===== config.mk =====
export PLATFORM = sky130hd
export DESIGN_NAME = video_pattern_gen
export DESIGN_NICKNAME = d
export VERILOG_FILES = /design/src/rtl/video_pattern_gen.sv
export SDC_FILE = /design/constraint.sdc
export NUM_CORES = 1
export LEC_CHECK = 0
export CORE_MARGIN = 10
export CORE_UTILIZATION = 45
export DETAILED_ROUTE_END_ITERATION = 8
export HOLD_SLACK_MARGIN = 0.12
export PLACE_DENSITY = 0.69
export SYNTH_ARGS = -nofsm -noshare
export SYNTH_HDL_FRONTEND = slang
export SYNTH_SLANG_ARGS = --single-unit
export TNS_END_PERCENT = 30

===== constraint.sdc =====
create_clock -name clk -period 2.1 [get_ports clk]
set_input_delay 0.21 -clock clk [delete_from_list [all_inputs] [get_ports clk]]
set_output_delay 0.21 -clock clk [all_outputs]
set_load 0.005 [all_outputs]

===== src/rtl/video_pattern_gen.sv =====
// Board-side video source for snn_rgb: raster timing plus four test patterns.
// Every output is registered, so position (x,y) appears one cycle after the counters hold it.
module video_pattern_gen #(
  parameter int H_RES   = 640,
  parameter int V_RES   = 480,
  parameter int H_BLANK = 100,
  parameter int V_BLANK = 10
) (
  input  logic        clk,
  input  logic        reset_n,
  input  logic        enable,
  input  logic [1:0]  mode,
  input  logic [7:0]  solid_r,
  input  logic [7:0]  solid_g,
  input  logic [7:0]  solid_b,
  output logic        vs_out,
  output logic        hs_out,
  output logic        de_out,
  output logic [7:0]  r_out,
  output logic [7:0]  g_out,
  output logic [7:0]  b_out,
  output logic        frame_done,
  output logic [15:0] frame_cnt,
  output logic        active
);
  localparam int H_TOT = H_RES + H_BLANK;
  localparam int V_TOT = V_RES + V_BLANK;
  localparam int XW    = $clog2(H_TOT);
  localparam int YW    = (V_TOT > 2) ? $clog2(V_TOT) : 1;
  localparam int BAR_W = H_RES / 8;
  localparam logic [XW-1:0] X_LAST = XW'(H_TOT - 1);
  localparam logic [YW-1:0] Y_LAST = YW'(V_TOT - 1);

  typedef enum logic {ST_IDLE, ST_RUN} state_t;
  typedef enum logic [1:0] {PAT_GRADIENT, PAT_BARS, PAT_SOLID, PAT_CHECKER} pattern_t;

  state_t        state_q, state_d;
  logic [XW-1:0] x_q, x_d;
  logic [YW-1:0] y_q, y_d;
  pattern_t      mode_q, mode_d;
  logic [23:0]   solid_q, solid_d;
  logic          vs_q, vs_d, hs_q, hs_d, de_q, de_d;
  logic [23:0]   rgb_q, rgb_d;
  logic          frame_done_q, frame_done_d;
  logic [15:0]   frame_cnt_q, frame_cnt_d;
  logic          active_q, active_d;

  logic [7:0]  x8, y8, grad_r;
  logic [2:0]  bar_idx;
  logic [23:0] pix;

  // Pattern value for the current counter position; blanking is masked later.
  always_comb begin
    x8      = 8'(x_q);
    y8      = 8'(y_q);
    grad_r  = x8 + y8;
    bar_idx = 3'(x_q / XW'(BAR_W));
    pix     = '0;
    unique case (mode_q)
      PAT_GRADIENT: pix = {grad_r, x8[6:0], 1'b0, y8[6:0], 1'b0};
      // Bar order white..black maps to R=~idx[1], G=~idx[2], B=~idx[0].
      PAT_BARS:     pix = {{8{~bar_idx[1]}}, {8{~bar_idx[2]}}, {8{~bar_idx[0]}}};
      PAT_SOLID:    pix = solid_q;
      PAT_CHECKER:  pix = {24{x8[3] ^ y8[3]}};
    endcase
  end

  // NOTE: every signal assigned in this block gets a default first, so no path leaves a latch.
  always_comb begin
    state_d      = state_q;
    x_d          = x_q;
    y_d          = y_q;
    mode_d       = mode_q;
    solid_d      = solid_q;
    vs_d         = 1'b0;
    hs_d         = 1'b0;
    de_d         = 1'b0;
    rgb_d        = '0;
    frame_done_d = 1'b0;
    active_d     = (state_q == ST_RUN);
    frame_cnt_d  = frame_cnt_q + 16'(frame_done_q);
    unique case (state_q)
      ST_IDLE: begin
        x_d = '0;
        y_d = '0;
        if (enable) begin
          state_d = ST_RUN;
          mode_d  = pattern_t'(mode);
          solid_d = {solid_r, solid_g, solid_b};
        end
      end
      ST_RUN: begin
        vs_d  = (y_q == '0);
        hs_d  = (x_q < XW'(H_RES));
        de_d  = hs_d && (y_q < YW'(V_RES));
        rgb_d = de_d ? pix : '0;
        if (x_q != X_LAST) begin
          x_d = x_q + 1'b1;
        end else begin
          x_d = '0;
          if (y_q != Y_LAST) begin
            y_d = y_q + 1'b1;
          end else begin
            // Frame boundary: the only place enable, mode and colour are looked at.
            y_d          = '0;
            frame_done_d = 1'b1;
            if (enable) begin
              mode_d  = pattern_t'(mode);
              solid_d = {solid_r, solid_g, solid_b};
            end else begin
              state_d = ST_IDLE;
            end
          end
        end
      end
    endcase
  end

  // NOTE: reset is synchronous and state uses non-blocking assignments only.
  always_ff @(posedge clk) begin
    if (!reset_n) begin
      state_q      <= ST_IDLE;
      x_q          <= '0;
      y_q          <= '0;
      mode_q       <= PAT_GRADIENT;
      solid_q      <= '0;
      vs_q         <= 1'b0;
      hs_q         <= 1'b0;
      de_q         <= 1'b0;
      rgb_q        <= '0;
      frame_done_q <= 1'b0;
      frame_cnt_q  <= '0;
      active_q     <= 1'b0;
    end else begin
      state_q      <= state_d;
      x_q          <= x_d;
      y_q          <= y_d;
      mode_q       <= mode_d;
      solid_q      <= solid_d;
      vs_q         <= vs_d;
      hs_q         <= hs_d;
      de_q         <= de_d;
      rgb_q        <= rgb_d;
      frame_done_q <= frame_done_d;
      frame_cnt_q  <= frame_cnt_d;
      active_q     <= active_d;
    end
  end

  assign vs_out                 = vs_q;
  assign hs_out                 = hs_q;
  assign de_out                 = de_q;
  assign {r_out, g_out, b_out}  = rgb_q;
  assign frame_done             = frame_done_q;
  assign frame_cnt              = frame_cnt_q;
  assign active                 = active_q;

endmodule


==> impl_metrics.ini <==
[floorplanning]
start_util = 0.465
rows = 36
boundaryPins = 74
die_height_um = 121
core_um2 = 9820
die-area_um2 = 14600
die_w_um = 121

[routing]
routed_via_density = 5.23
vias = 3884
route.detailed.drc = 0
ant_nets = 0
first_pass_iters = 4
first_iter_violations = 222
wirelength_um = 11400
wl_per_cell_um = 15.4

[power_and_ir_drop]
total_power_mw = 3.35
p_leak_nw = 2.17
max-vdd-ir-drop_mv = 0.422
power.density_nw_per_um2 = 578

[grt]
grt_overflow = 0
grt_pass1_vias = 3886
grt_first_pass_wirelength_um = 19000
antenna_found_initial = 0
grt_use_total = 0.158
grt_max_degree = 70

[placed_design]
dpl.hpwl_um = 8870
place_area_um2 = 5560
numPortBuffers = 73
gp_congestion = 0.936

[setup_path]
cp-end-kind = flop
cpPeakStageDelay_ns = 0.40
crit_required_ns = 2.35
critical_path_class = flop to flop
cp-start-kind = flop
crit_path_top_delay_cell = fa_1
worst_ep_arrival_time_ns = 2.28
worst-path-max-fanout = 6
reg2regPathDepth = 8
worstPathCellList = ha_2 > inv_1 > fa_1 > nor2b_2 > o31a_1 > o21ai_0 > nor4b_1 > nor3_1

[min_path]
hold_path.class = input port to flop
holdPathStages = 3

[sta]
max_freq_mhz = 493
hold_violations = 0
slew_viol_final = 0
worst_slew_pin_slew_ns = 0.600
final.period_utilization = 0.965
finalSetupTns_ns = 0
fin_crit_ns = 2.03
clock_skew_ns = 0.00881
slew_headroom = 0.600
setup_viol = 0

[synth]
ys.flop_type = dfxtp_1
synthTopCellsByArea = dfxtp_1, nand2_1, mux2i_1
ys_ff_latch = 91
yosysWarnings = 0
synth_edf_count = 0
syn_area_um2 = 4570
yosys-top-cells-count = dfxtp_1, nand2_1, nor2_1
synth_area_per_cell_um2 = 8.82
synth_area_leader_cell = dfxtp_1
yosysUniqueCellTypes = 63
syn_inst = 518
synthesis.nets = 562
ys_seq_area_frac = 0.399
synthArstFlopShare = 0
synth.most_common_cell = dfxtp_1
synthDominantCellAreaShare = 0.399

[cells_and_area]
multi_input_area_um2 = 2540
final_nets = 650
seq_area_um2 = 1830
final_area_um2 = 5790
fillCellCount = 915
drive_gt1_frac = 0.116
antenna_cells = 0
syn_to_final_growth_pct = 26.8

[cts]
cts_tree = done
cts_root_buffer = clkbuf_8
htree_levels = 3
cts_buffers = 9
clkTransAtPathRegs_ns = 0.09
clock_latency_ns = 0.36
cts_setup_buffers = 0
clk_path_buf_depth = 2
cts.sinks = 91

[outcome]
status = complete, no violations

[flow_run]
drv_cap = 0
[area by class of cell]
class	count	share of cell area
Sequential cell	91	0.316
Timing Repair Buffer	105	0.169
Multi-Input combinational cell	380	0.439
Tap cell	133	0.0287
Inverter	19	0.0123
Clock inverter	3	0.00821
Clock buffer	12	0.0268
[report_power, final]
| part | internal (mW) | switching [mW] |
|---|---|---|
| clock network | 0.614 | 0.614 |
| logic | 0.159 | 0.158 |
| registers | 1.77 | 0.0283 |
[registers in the layout, summed over array words and instances (netlist names)]
signal      cells
rgb_q          24
active_d        1
frame_done      1
active          1
mode_q          2
frame_cnt      16
x_q            10
y_q             9
solid_q        24
hs_out          1
vs_out          1
de_out          1
[worst max-delay path, delay by kind of cell, from the launching register on]
| family | cells | cell delay, ns |
|---|---|---|
| compound gates | 2 | 0.26 |
| simple gates | 3 | 0.62 |
| buf+inv | 1 | 0.06 |
| fa+ha+maj | 2 | 0.59 |
| flops | 1 | 0.38 |
[placed cells by master (no fill, tap or decap), types with 3 or more instances in the layout]
| master | instances |
|---|---|
| dfxtp_1 | 86 |
| nand2_1 | 79 |
| clkdlybuf4s50_1 | 72 |
| nor2_1 | 41 |
| buf_4 | 31 |
| xnor2_1 | 30 |
| mux2i_1 | 29 |
| a21oi_1 | 20 |
| inv_1 | 18 |
| and2_1 | 18 |
| o21ai_0 | 17 |
| nand3_1 | 13 |
| ha_1 | 13 |
| clkbuf_8 | 11 |
| nor2b_1 | 10 |
| a31oi_1 | 10 |
| a311o_1 | 8 |
| and3_1 | 7 |
| nand4_1 | 7 |
| o221ai_1 | 7 |
| nor3_1 | 6 |
| a211oi_1 | 5 |
| a211o_1 | 4 |
| dfxtp_2 | 4 |
| nor4b_1 | 3 |
| nor4_1 | 3 |
| xor2_1 | 3 |
| a21o_1 | 3 |
[path summary, 6_finish.rpt]
check	endpoint	start	slack (ns)
max	rgb_q[22]	x_q[0]	0.07
min	y_q[1]	reset_n	0.29
max reg2reg	rgb_q[22]	x_q[0]	0.07
min reg2reg	x_q[0]	x_q[0]	0.46
[through the flow]
stage | util | hold slack [ns] | worst slack, ns | cells
2_1_floorplan | - | 0.349 | 0.274 | 518
3_5_place_dp | 0.567 | 0.447 | 0.0508 | 728
6_report | 0.590 | 0.285 | 0.0733 | 743
5_1_grt | 0.590 | 0.326 | -0.0222 | 743
3_3_place_gp | 0.567 | 0.442 | 0.128 | 728
4_1_cts | 0.587 | 0.267 | 0.0463 | 743
[repair_timing]
item                       in CTS  in global routing
hold buffers                    0                  0
gates resized for setup         0                 11
setup endpoints to repair       0                  6
[cell families (layout without fill, tap and decap cells)]
logic type | Yosys count | count (layout) | share of synthesized area
AO/OA/AOI/OAI | 94 | 94 | 0.150
XOR/XNOR | 33 | 33 | 0.0632
adder cells (fa/ha/maj) | 15 | 15 | 0.0427
buffers and inverters | 47 | 139 | 0.0506
flip-flops | 91 | 91 | 0.399
multiplexers | 29 | 29 | 0.0635
AND/OR/NAND/NOR | 209 | 209 | 0.232
[per-layer routing]
metal,vias up,share of wire,global-route usage
met3,18,0.046,0.0433
met4,0,0.019,0.0543
met1,1810,0.47,0.196
met5,-,0,0
met2,78,0.47,0.257
li1,1978,-,-
Power figures use the tool's default switching activity.
